==> config.mk <==
export PLATFORM = sky130hd
export DESIGN_NAME = cancellable_timer_bank
export DESIGN_NICKNAME = d
export VERILOG_FILES = /design/src/rtl/cancellable_timer_bank.sv
export SDC_FILE = /design/constraint.sdc
export NUM_CORES = 1
export LEC_CHECK = 0
export ABC_AREA = 1
export BUFFER_PORTS_ARGS = -buffer_cell sky130_fd_sc_hd__buf_2
export CORE_ASPECT_RATIO = 1.1
export CORE_MARGIN = 2
export CORE_UTILIZATION = 45
export CTS_BUF_LIST = sky130_fd_sc_hd__clkbuf_4 sky130_fd_sc_hd__clkbuf_8 sky130_fd_sc_hd__clkbuf_16
export DETAILED_ROUTE_END_ITERATION = 10
export GPL_TIMING_DRIVEN = 0
export PLACE_DENSITY_LB_ADDON = 0.3
export SYNTH_ARGS = -nofsm -noshare
export SYNTH_HDL_FRONTEND = slang
export SYNTH_SLANG_ARGS = --single-unit
==> constraint.sdc <==
create_clock -name clk -period 3.05 [get_ports clk]
set_clock_uncertainty 0.2 [all_clocks]
set_input_delay 0.61 -clock clk [delete_from_list [all_inputs] [get_ports clk]]
set_output_delay 0.61 -clock clk [all_outputs]
set_load 0.03 [all_outputs]
==> src/rtl/cancellable_timer_bank.sv <==
// cancellable_timer_bank: bank of abortable one-shot delay timers, start-while-running reloads when CANCELLABLE_TIMER_RETRIGGER_EN is defined
module cancellable_timer_bank #(
  parameter int NUM_CH = 4,
  parameter int CNT_W  = 8
) (
  input  logic                      clk,
  input  logic                      reset,
  input  logic [NUM_CH-1:0]         start,
  input  logic [NUM_CH*CNT_W-1:0]   delay,
  input  logic [NUM_CH-1:0]         cancel,
  input  logic                      cancel_all,
  output logic [NUM_CH-1:0]         busy,
  output logic [NUM_CH-1:0]         fire,
  output logic [NUM_CH-1:0]         cancelled,
  output logic                      any_busy
);
  localparam logic [0:0] IDLE = 1'b0;
  localparam logic [0:0] RUN  = 1'b1;
  logic [NUM_CH-1:0] busy_nxt;
  for (genvar i = 0; i < NUM_CH; i++) begin : ch
    logic [0:0]       state, state_nxt;
    logic [CNT_W-1:0] cnt, cnt_nxt, d, load;
    logic             kill, running, last, restart, launch, fire_q, canc_q;
    assign d       = delay[i*CNT_W +: CNT_W];
    assign load    = (|d) ? d : CNT_W'(1);
    assign kill    = cancel[i] | cancel_all;
    assign running = state == RUN;
    assign last    = cnt == CNT_W'(1);
`ifdef CANCELLABLE_TIMER_RETRIGGER_EN
    assign restart = running & start[i] & ~kill;
`else
    assign restart = 1'b0;
`endif
    assign launch    = ~running & start[i] & ~kill;
    assign state_nxt = kill ? IDLE : running ? ((last & ~restart) ? IDLE : RUN) : (launch ? RUN : IDLE);
    assign cnt_nxt   = (launch | restart) ? load : (running & ~kill & ~last) ? cnt - CNT_W'(1) : cnt;
    assign busy_nxt[i] = state_nxt == RUN;
    always_ff @(posedge clk) begin
      if (reset) begin
        state  <= IDLE;
        cnt    <= '0;
        fire_q <= 1'b0;
        canc_q <= 1'b0;
      end else begin
        state  <= state_nxt;
        cnt    <= cnt_nxt;
        fire_q <= running & ~kill & last & ~restart;
        canc_q <= running & kill;
      end
    end
    assign busy[i]      = running;
    assign fire[i]      = fire_q;
    assign cancelled[i] = canc_q;
  end
  always_ff @(posedge clk) begin
    if (reset) any_busy <= 1'b0;
    else any_busy <= |busy_nxt;
  end
endmodule

# == Yosys cells after proc, flatten, opt, wreduce, memory -nomap -nowiden ==
# Index checks and enable logic that the tools add are counted.
# totals
register_bits,45
latch_bits,0
mem_bits_rw,0
rom_bits,0
input_bits,43
wordCells,102
memories,0
# op_classes
addsub,4
n_mul,0
div_mod_pow,0
order_cmp,0
n_eq_ne,4
shifts,0
n_mux,28
bitwise_logic,40
reduce_logical,9
# ops
op,count
two-way mux 8 bit,12
"equality test 8 x 1 -> 1 bit, second input constant",4
OR reduction 8 bit,4
"subtractor 8 x 1 -> 8 bit, second input constant",4
bitwise AND 1 bit,24
two-way mux 1 bit,16
inverter 1 bit,12
nonzero test 2 bit,4
bitwise OR 1 bit,4
OR reduction 4 bit,1

# == Logic depth before layout (Yosys ltp) ==
# Gate-level depths: netlist (run 1).
# depth
word_depth,7
depth_mapped,9
ltp_nobuf,9

# == Worst setup path before layout (run 1) ==
# OpenSTA, ideal clock, no wires.
# synth_path
path_kind,input to register
startpoint,in cancel[3]
endpoint,reg ch[3].cnt[0]
t_arrival_ps,1408
slack_ps,1329
path_stages,7
n_path_buf,0
cell_sequence,nor2_1 > inv_1 > nor2_1 > o21ai_2 > or2_2 > nand2_1 > nor2_1
# synth_via
elab_chain_len,5
# synth_rtl
item,line_no,rtl
from (decl),10,"input logic [NUM_CH-1:0] cancel,"
bitwise OR 1 bit *,26,assign kill = cancel[i] | cancel_all;
inverter 1 bit *,"34, 36",
bitwise AND 1 bit (2 in series),36,assign cnt_nxt = (launch | restart) ? load : (running & ~kill & ~last) ? cnt - CNT_W'(1) : cnt;
nonzero test 2 bit (no source line),--,
to (signal assigned),46,cnt <= cnt_nxt;
to (decl),22,"logic [CNT_W-1:0] cnt, cnt_nxt, d, load;"
# Every way passes the cells marked *; elsewhere a longest branch is shown, timed or not.
# A chain may end at the register's enable or synchronous reset.

# == Worst setup path in the final report (run 1) ==
# layout_path
startpoint,reg ch[2].state
endpoint,out busy[2]
# layout_rtl
item,line_no,rtl
from (decl),21,"logic [0:0] state, state_nxt;"
from (signal assigned),45,state <= state_nxt;
to (decl),12,"output logic [NUM_CH-1:0] busy,"
# No word-level cell between the ends.

==> results of run 1 <==
metal layers:
metal | track usage, % | vias up | wire length [microns] | share of wire (%)
met4 | 9.248 | 0 | 132 | 1.9
met5 | 0 | - | 0 | 0
met1 | 25.99 | 1330 | 3053 | 44
met2 | 37.20 | 69 | 3361 | 49
met3 | 3.734 | 13 | 318 | 4.6
li1 | - | 1519 | - | -
cell families (layout without fill, tap and decap cells):
family / Yosys count / in the layout / synth area share [%]
buf+inv: 79 / 142 / 12.44
xor+xnor: 7 / 7 / 2.161
compound gates: 47 / 47 / 10.28
simple gates: 256 / 256 / 39.83
flops: 45 / 45 / 31.76
fa+ha+maj: 8 / 8 / 3.529
synth_stat cells (all sizes together):
| library cell | count |
|---|---|
| o22ai | 1 |
| nand2 | 85 |
| or2 | 2 |
| o21bai | 3 |
| a31oi | 1 |
| clkbuf | 4 |
| inv | 58 |
| o21ai | 28 |
| nor4 | 3 |
| dfxtp | 45 |
| a22oi | 1 |
| clkinv | 2 |
| nor3 | 13 |
| ha | 8 |
| buf | 15 |
| nand3 | 54 |
| nand4 | 6 |
| nor2 | 93 |
| xor2 | 7 |
| a21oi | 12 |
| a21boi | 1 |
report_power, final:
| group | total, W | switching (W) | leakage, nW | internal [W] |
|---|---|---|---|---|
| clock network | 0.000492 | 0.000215 | 0.0619 | 0.000277 |
| logic | 0.000310 | 0.000191 | 1.22 | 0.000119 |
| registers | 0.000641 | 0.0000266 | 0.367 | 0.000614 |
| total | 0.00144 | 0.000432 | 1.65 | 0.00101 |
worst min-delay path, delay by kind of cell (launching register included):
kind | cells | cell delay [ps]
DFF | 1 | 330
and+or+nand+nor | 1 | 50
buffers and inverters | 1 | 70
path summary, 6_finish.rpt:
path                                     from            to  slack (ps)  cells past startpoint
worst max-delay path            ch[2].running       busy[2]        1260                      2
worst min-delay path            ch[0].running  ch[0].canc_q         280                      2
worst max register to register   ch[3].cnt[1]  ch[3].cnt[6]        1370                      8
worst min register to register  ch[0].running  ch[0].canc_q         280                      2
sequential cells by signal, indices dropped and copies added, names as in the netlist:
signal and cells:
ch.running 4, ch.canc_q 4, ch.cnt 32, any_busy 1, ch.fire_q 4
per-stage QoR:
stage	power (W)	instances
finish	0.001442	585
global route	0.001527	585
CTS	0.001449	585
detailed placement	0.0009606	577
global placement	0.0009507	577
floorplan	0.0008743	442
final cells by class:
| type | count | area [sq um] | share of cell area [%] |
|---|---|---|---|
| Buffer | 19 | 121.4 | 3.642 |
| Clock buffer | 7 | 90.09 | 2.704 |
| Timing Repair Buffer | 55 | 275.3 | 8.261 |
| Multi-Input combinational cell | 318 | 1583 | 47.50 |
| Inverter | 60 | 231.5 | 6.947 |
| Tap cell | 80 | 100.1 | 3.004 |
| Clock inverter | 1 | 30.03 | 0.9012 |
| Sequential cell | 45 | 900.9 | 27.04 |
==> impl_metrics.tcl, run 1 <==
set metrics [dict create \
    fillers 619 \
    synth_top_area_cell "dfxtp_1" \
    post_cts_resize_count 0 \
    synth.yosys.seq_area_share_pct 31.76 \
    hold_class "flop to flop" \
    worst_slack_ps 1257 \
    slew_violations 0 \
    grtUsageTotal_pct 21.47 \
    clock_latency_ps 300 \
    syn_nets 493 \
    antenna_found_initial 0 \
    critPathMaxFanout 4 \
    hpwl_microns 5252 \
    min_period_ps 1793 \
    peakVddDrop_v 0.0002613 \
    cts_tree "yes" \
    route.detailed.drc 0 \
    slowest_stage "dfxtp_1" \
    cp.arrival_ps 980 \
    synth_cells 442 \
    mostFrequentLayoutCells "nor2_1 (86), nand2_1 (81), inv_1 (57)" \
    drtIter0Drc 162 \
    layout_commonest_cell "nor2_1" \
    place_congestion 0.8355 \
    fp-row-count 30 \
    fin_nets 555 \
    root_buffer "clkbuf_8" \
    via_per_inst 5.010 \
    path_class "flop to output pin" \
    rsz0062_at_grt "false" \
    p_leak_nw 1.652 \
    antenna-diode-count 0 \
    dp_slack_ps 921.8 \
    ant_nets 0 \
    cp_top_family "flip-flops" \
    dpl_cell_area_sq_um 3212 \
    postCtsSetupBuffers 0 \
    finalSetupViolations 0 \
    die-area_sq_um 6955 \
    detail_route.first_pass.iterations 4 \
    synth-seq-cells 45 \
    clockBufferDepth 2 \
    post_synth_main_area_contributors "dfxtp_1 (32%), nor2_1 (11%), nand2_1 (11%)" \
    clk_pin_slew_worst_paths_ps 90 \
    max_freq_ghz 0.5576 \
    drt_wl_total_microns 6866 \
    syn_to_final_growth_pct 17.47 \
    period_share_pct 58.80 \
    cap_violations 0 \
    relSlewSlack_pct 61.62 \
    crit_chain "buf_4 -> buf_2" \
    crit_required_ps 2240 \
    synth_top_area_share_pct 31.76 \
    cts_buffers 5 \
    crit_path_end_kind "output pin" \
    grt_first_pass_wirelength_microns 11850 \
    worstMarginPinSlew_ps 575.8 \
    vias 2931 \
    hold-worst-slack_ps 284.7 \
    core-area_sq_um 6118 \
    syn_area_sq_um 2836 \
    synth_area_per_cell_sq_um 6.417 \
    grt_pass1_vias 2777 \
    overflow 0 \
    outcome "finished, final reports clean" \
    fp.dieH_microns 87.27 \
    ioPinCount 56 \
    powerDensity_nw_per_um2 432.8 \
    drive_above_1_share_pct 20.00 \
    crit_path_max_incr_delay_ps 380 \
    utilization_pct 54.46 \
    die_w_microns 79.70 \
    hold_buffers 0 \
    floorplan.initialDensity_pct 46.36 \
    finalHoldViolCount 0 \
    fin_setup_tns_ps 0 \
    yosys_warnings 0 \
    start_kind "flop" \
    clkSinkCount 45 \
    wl_per_cell_microns 11.74 \
    path_buf_inv 2 \
    io_buffers 55 \
    ys_types 35 \
    fin_area_sq_um 3332 \
    h-tree-depth 2 \
    grt_start_max_net_pins 14 \
]
(Power assumes the default switching activity.)
==> run 2: changes to the inputs <==
ABC_AREA = 0   (was 1)
clock period = 1.7 ns   (was 3.05 ns; I/O delays follow)
==> impl_metrics.tcl, run 2 <==
set metrics [dict create \
    wl_per_cell_microns 16.96 \
    syn_nets 359 \
    synthArstFlopShare_pct 0 \
    hold_buffers 0 \
    clockBufferDepth 2 \
    finalSetupViolations 23 \
    ys.flop_type "dfxtp_1" \
    largest-register "ch.cnt" \
    violations "negative setup slack" \
    p_leak_nw 1.535 \
    grtUsageTotal_pct 23.70 \
    antenna-diode-count 0 \
    period_share_pct 108.9 \
    overflow 0 \
    fin_setup_tns_ps -1762 \
    clk_pin_slew_worst_paths_ps 80 \
    ant_nets 0 \
    antenna_found_initial 0 \
    place_congestion 0.8559 \
    fp-row-count 29 \
    clkSinkCount 45 \
    die-area_sq_um 6502 \
    outcome "finished with violations" \
    power_w 0.002500 \
    fin_area_sq_um 3950 \
    peakVddDrop_v 0.0005192 \
    powerDensity_nw_per_um2 633.0 \
    critPathMaxFanout 8 \
    clock_latency_ps 290 \
    finalHoldViolCount 0 \
    slew_violations 0 \
    detail_route.first_pass.iterations 5 \
    floorplan.initialDensity_pct 46.09 \
    grt_first_pass_wirelength_microns 12650 \
    io_buffers 54 \
    crit_required_ps 1650 \
    synth_top_area_share_pct 34.09 \
    cp.arrival_ps 1810 \
    h-tree-depth 2 \
    synth-seq-cells 45 \
    path_class "flop to flop" \
    cts_tree "yes" \
    synth_edf_count 0 \
    dpl_cell_area_sq_um 3157 \
    synth_cells 308 \
    drtIter0Drc 279 \
    relSlewSlack_pct 53.27 \
    ioPinCount 56 \
    yosys.cell_count.top_type "dfxtp_1" \
    mostFrequentLayoutCells "buf_2 (54), buf_4 (47), nor2_1 (31)" \
    hpwl_microns 5051 \
    route.detailed.drc 0 \
    root_buffer "clkbuf_8" \
    cap_violations 0 \
    syn_to_final_growth_pct 49.48 \
    ys_types 61 \
    drive_above_1_share_pct 51.72 \
    core-area_sq_um 5733 \
    cts_buffers 5 \
    grt_start_max_net_pins 13 \
    fin_nets 459 \
    synth_commonest_cells "dfxtp_1 (45), nor2_1 (33), nor3_1 (19)" \
    synth_area_per_cell_sq_um 8.580 \
    synth.yosys.seq_area_share_pct 34.09 \
    vias 2818 \
    layout_commonest_cell "buf_2" \
    largest_reg_flops 32 \
    worstMarginPinSlew_ps 700.9 \
    post_synth_main_area_contributors "dfxtp_1 (34%), nor2_1 (4.7%), a211oi_1 (4.5%)" \
    start_kind "flop" \
    min_period_ps 1852 \
    syn_area_sq_um 2643 \
    hold_class "input pin to flop" \
    max_freq_ghz 0.5400 \
    via_per_inst 5.810 \
    drt_wl_total_microns 8228 \
    crit_path_end_kind "flop" \
    rsz0062_at_grt "true" \
    die_w_microns 77.07 \
    yosys_warnings 0 \
    fp.dieH_microns 84.37 \
    grt_pass1_vias 2669 \
    worst_slack_ps -151.7 \
    synth_top_area_cell "dfxtp_1" \
]
run 2: cell types whose count changed after synthesis, moves of 5 or more:
cell / change
nor4_1: +7
inv_1: -41
a211oi_1: +16
clkbuf_1: +5
nand2_1: -68
o21ai_0: -22
nor3b_1: +8
nor2_1: -53
nor3_1: +6
nand3_1: -44
run 2: power breakdown:
group	internal (W)	switching, W	total, W
clock network	0.000339	0.000362	0.000702
registers	0.00110	0.0000686	0.00117
logic	0.000307	0.000325	0.000632
run 2: metal layers:
metal	wire length, microns	part of all wire (%)	track usage, %
met1	3474	42	30.15
met2	4277	52	40.27
met3	377	4.6	4.301
met4	98	1.2	8.604
met5	0	0	0
run 2: final timing paths:
path	end	start	cells after the start	slack (ps)
setup reg to reg	ch[1].cnt[0]	ch[1].cnt[2]	5	-150
hold / removal	ch[3].cnt[1]	delay[25]	3	120
hold reg to reg	ch[0].cnt[1]	ch[0].cnt[1]	2	300
setup / recovery	ch[1].cnt[0]	ch[1].cnt[2]	5	-150
run 2: metrics by stage:
step | utilization, % | instances | hold WS (ps) | worst slack [ps]
after floorplan | - | 308 | 260.7 | -87.51
after global placement | 55.06 | 439 | 271.4 | -517.6
after detailed placement | 55.06 | 439 | 283.9 | -585.0
after CTS | 63.68 | 471 | 127.6 | -121.7
after global routing | 68.90 | 485 | 126.7 | -238.4
final | 68.90 | 485 | 124.7 | -151.7
run 2: kinds of logic after synthesis:
family                     count (synthesis)  share of synthesized area (%)
AOI/OAI and AO/OA                         76                          22.49
xor gates and xnor gates                   8                          2.651
adders and majority gates                  8                          3.788
buffers and inverters                     39                          7.339
DFF                                       45                          34.09
muxes                                      2                         0.8049
and+or+nand+nor                          130                          28.84
run 2: layout make-up:
| type | count | area (sq um) |
|---|---|---|
| tap | 77 | 96.34 |
| inverter | 16 | 65.06 |
| timing repair buffer | 94 | 595.6 |
| sequential | 45 | 939.7 |
| fill | 472 | 1783 |
| clock buffer | 7 | 90.09 |
| buffer | 22 | 162.7 |
| multi-input combinational | 224 | 2001 |
run 2: repair_timing:
item,4_1_cts,5_1_grt
cloned,1,0
buffers inserted,24,15
pin swaps,28,25
hold endpoints to repair,0,0
resized for setup,54,41
setup endpoints to repair,34,36
run 2: worst max-delay path, stage by stage (launching register included):
cell,delay [ps]
dfxtp_4,380
nor4_4,430
a31oi_4,250
buf_4,210
xnor2_2,170
a211oi_2,80
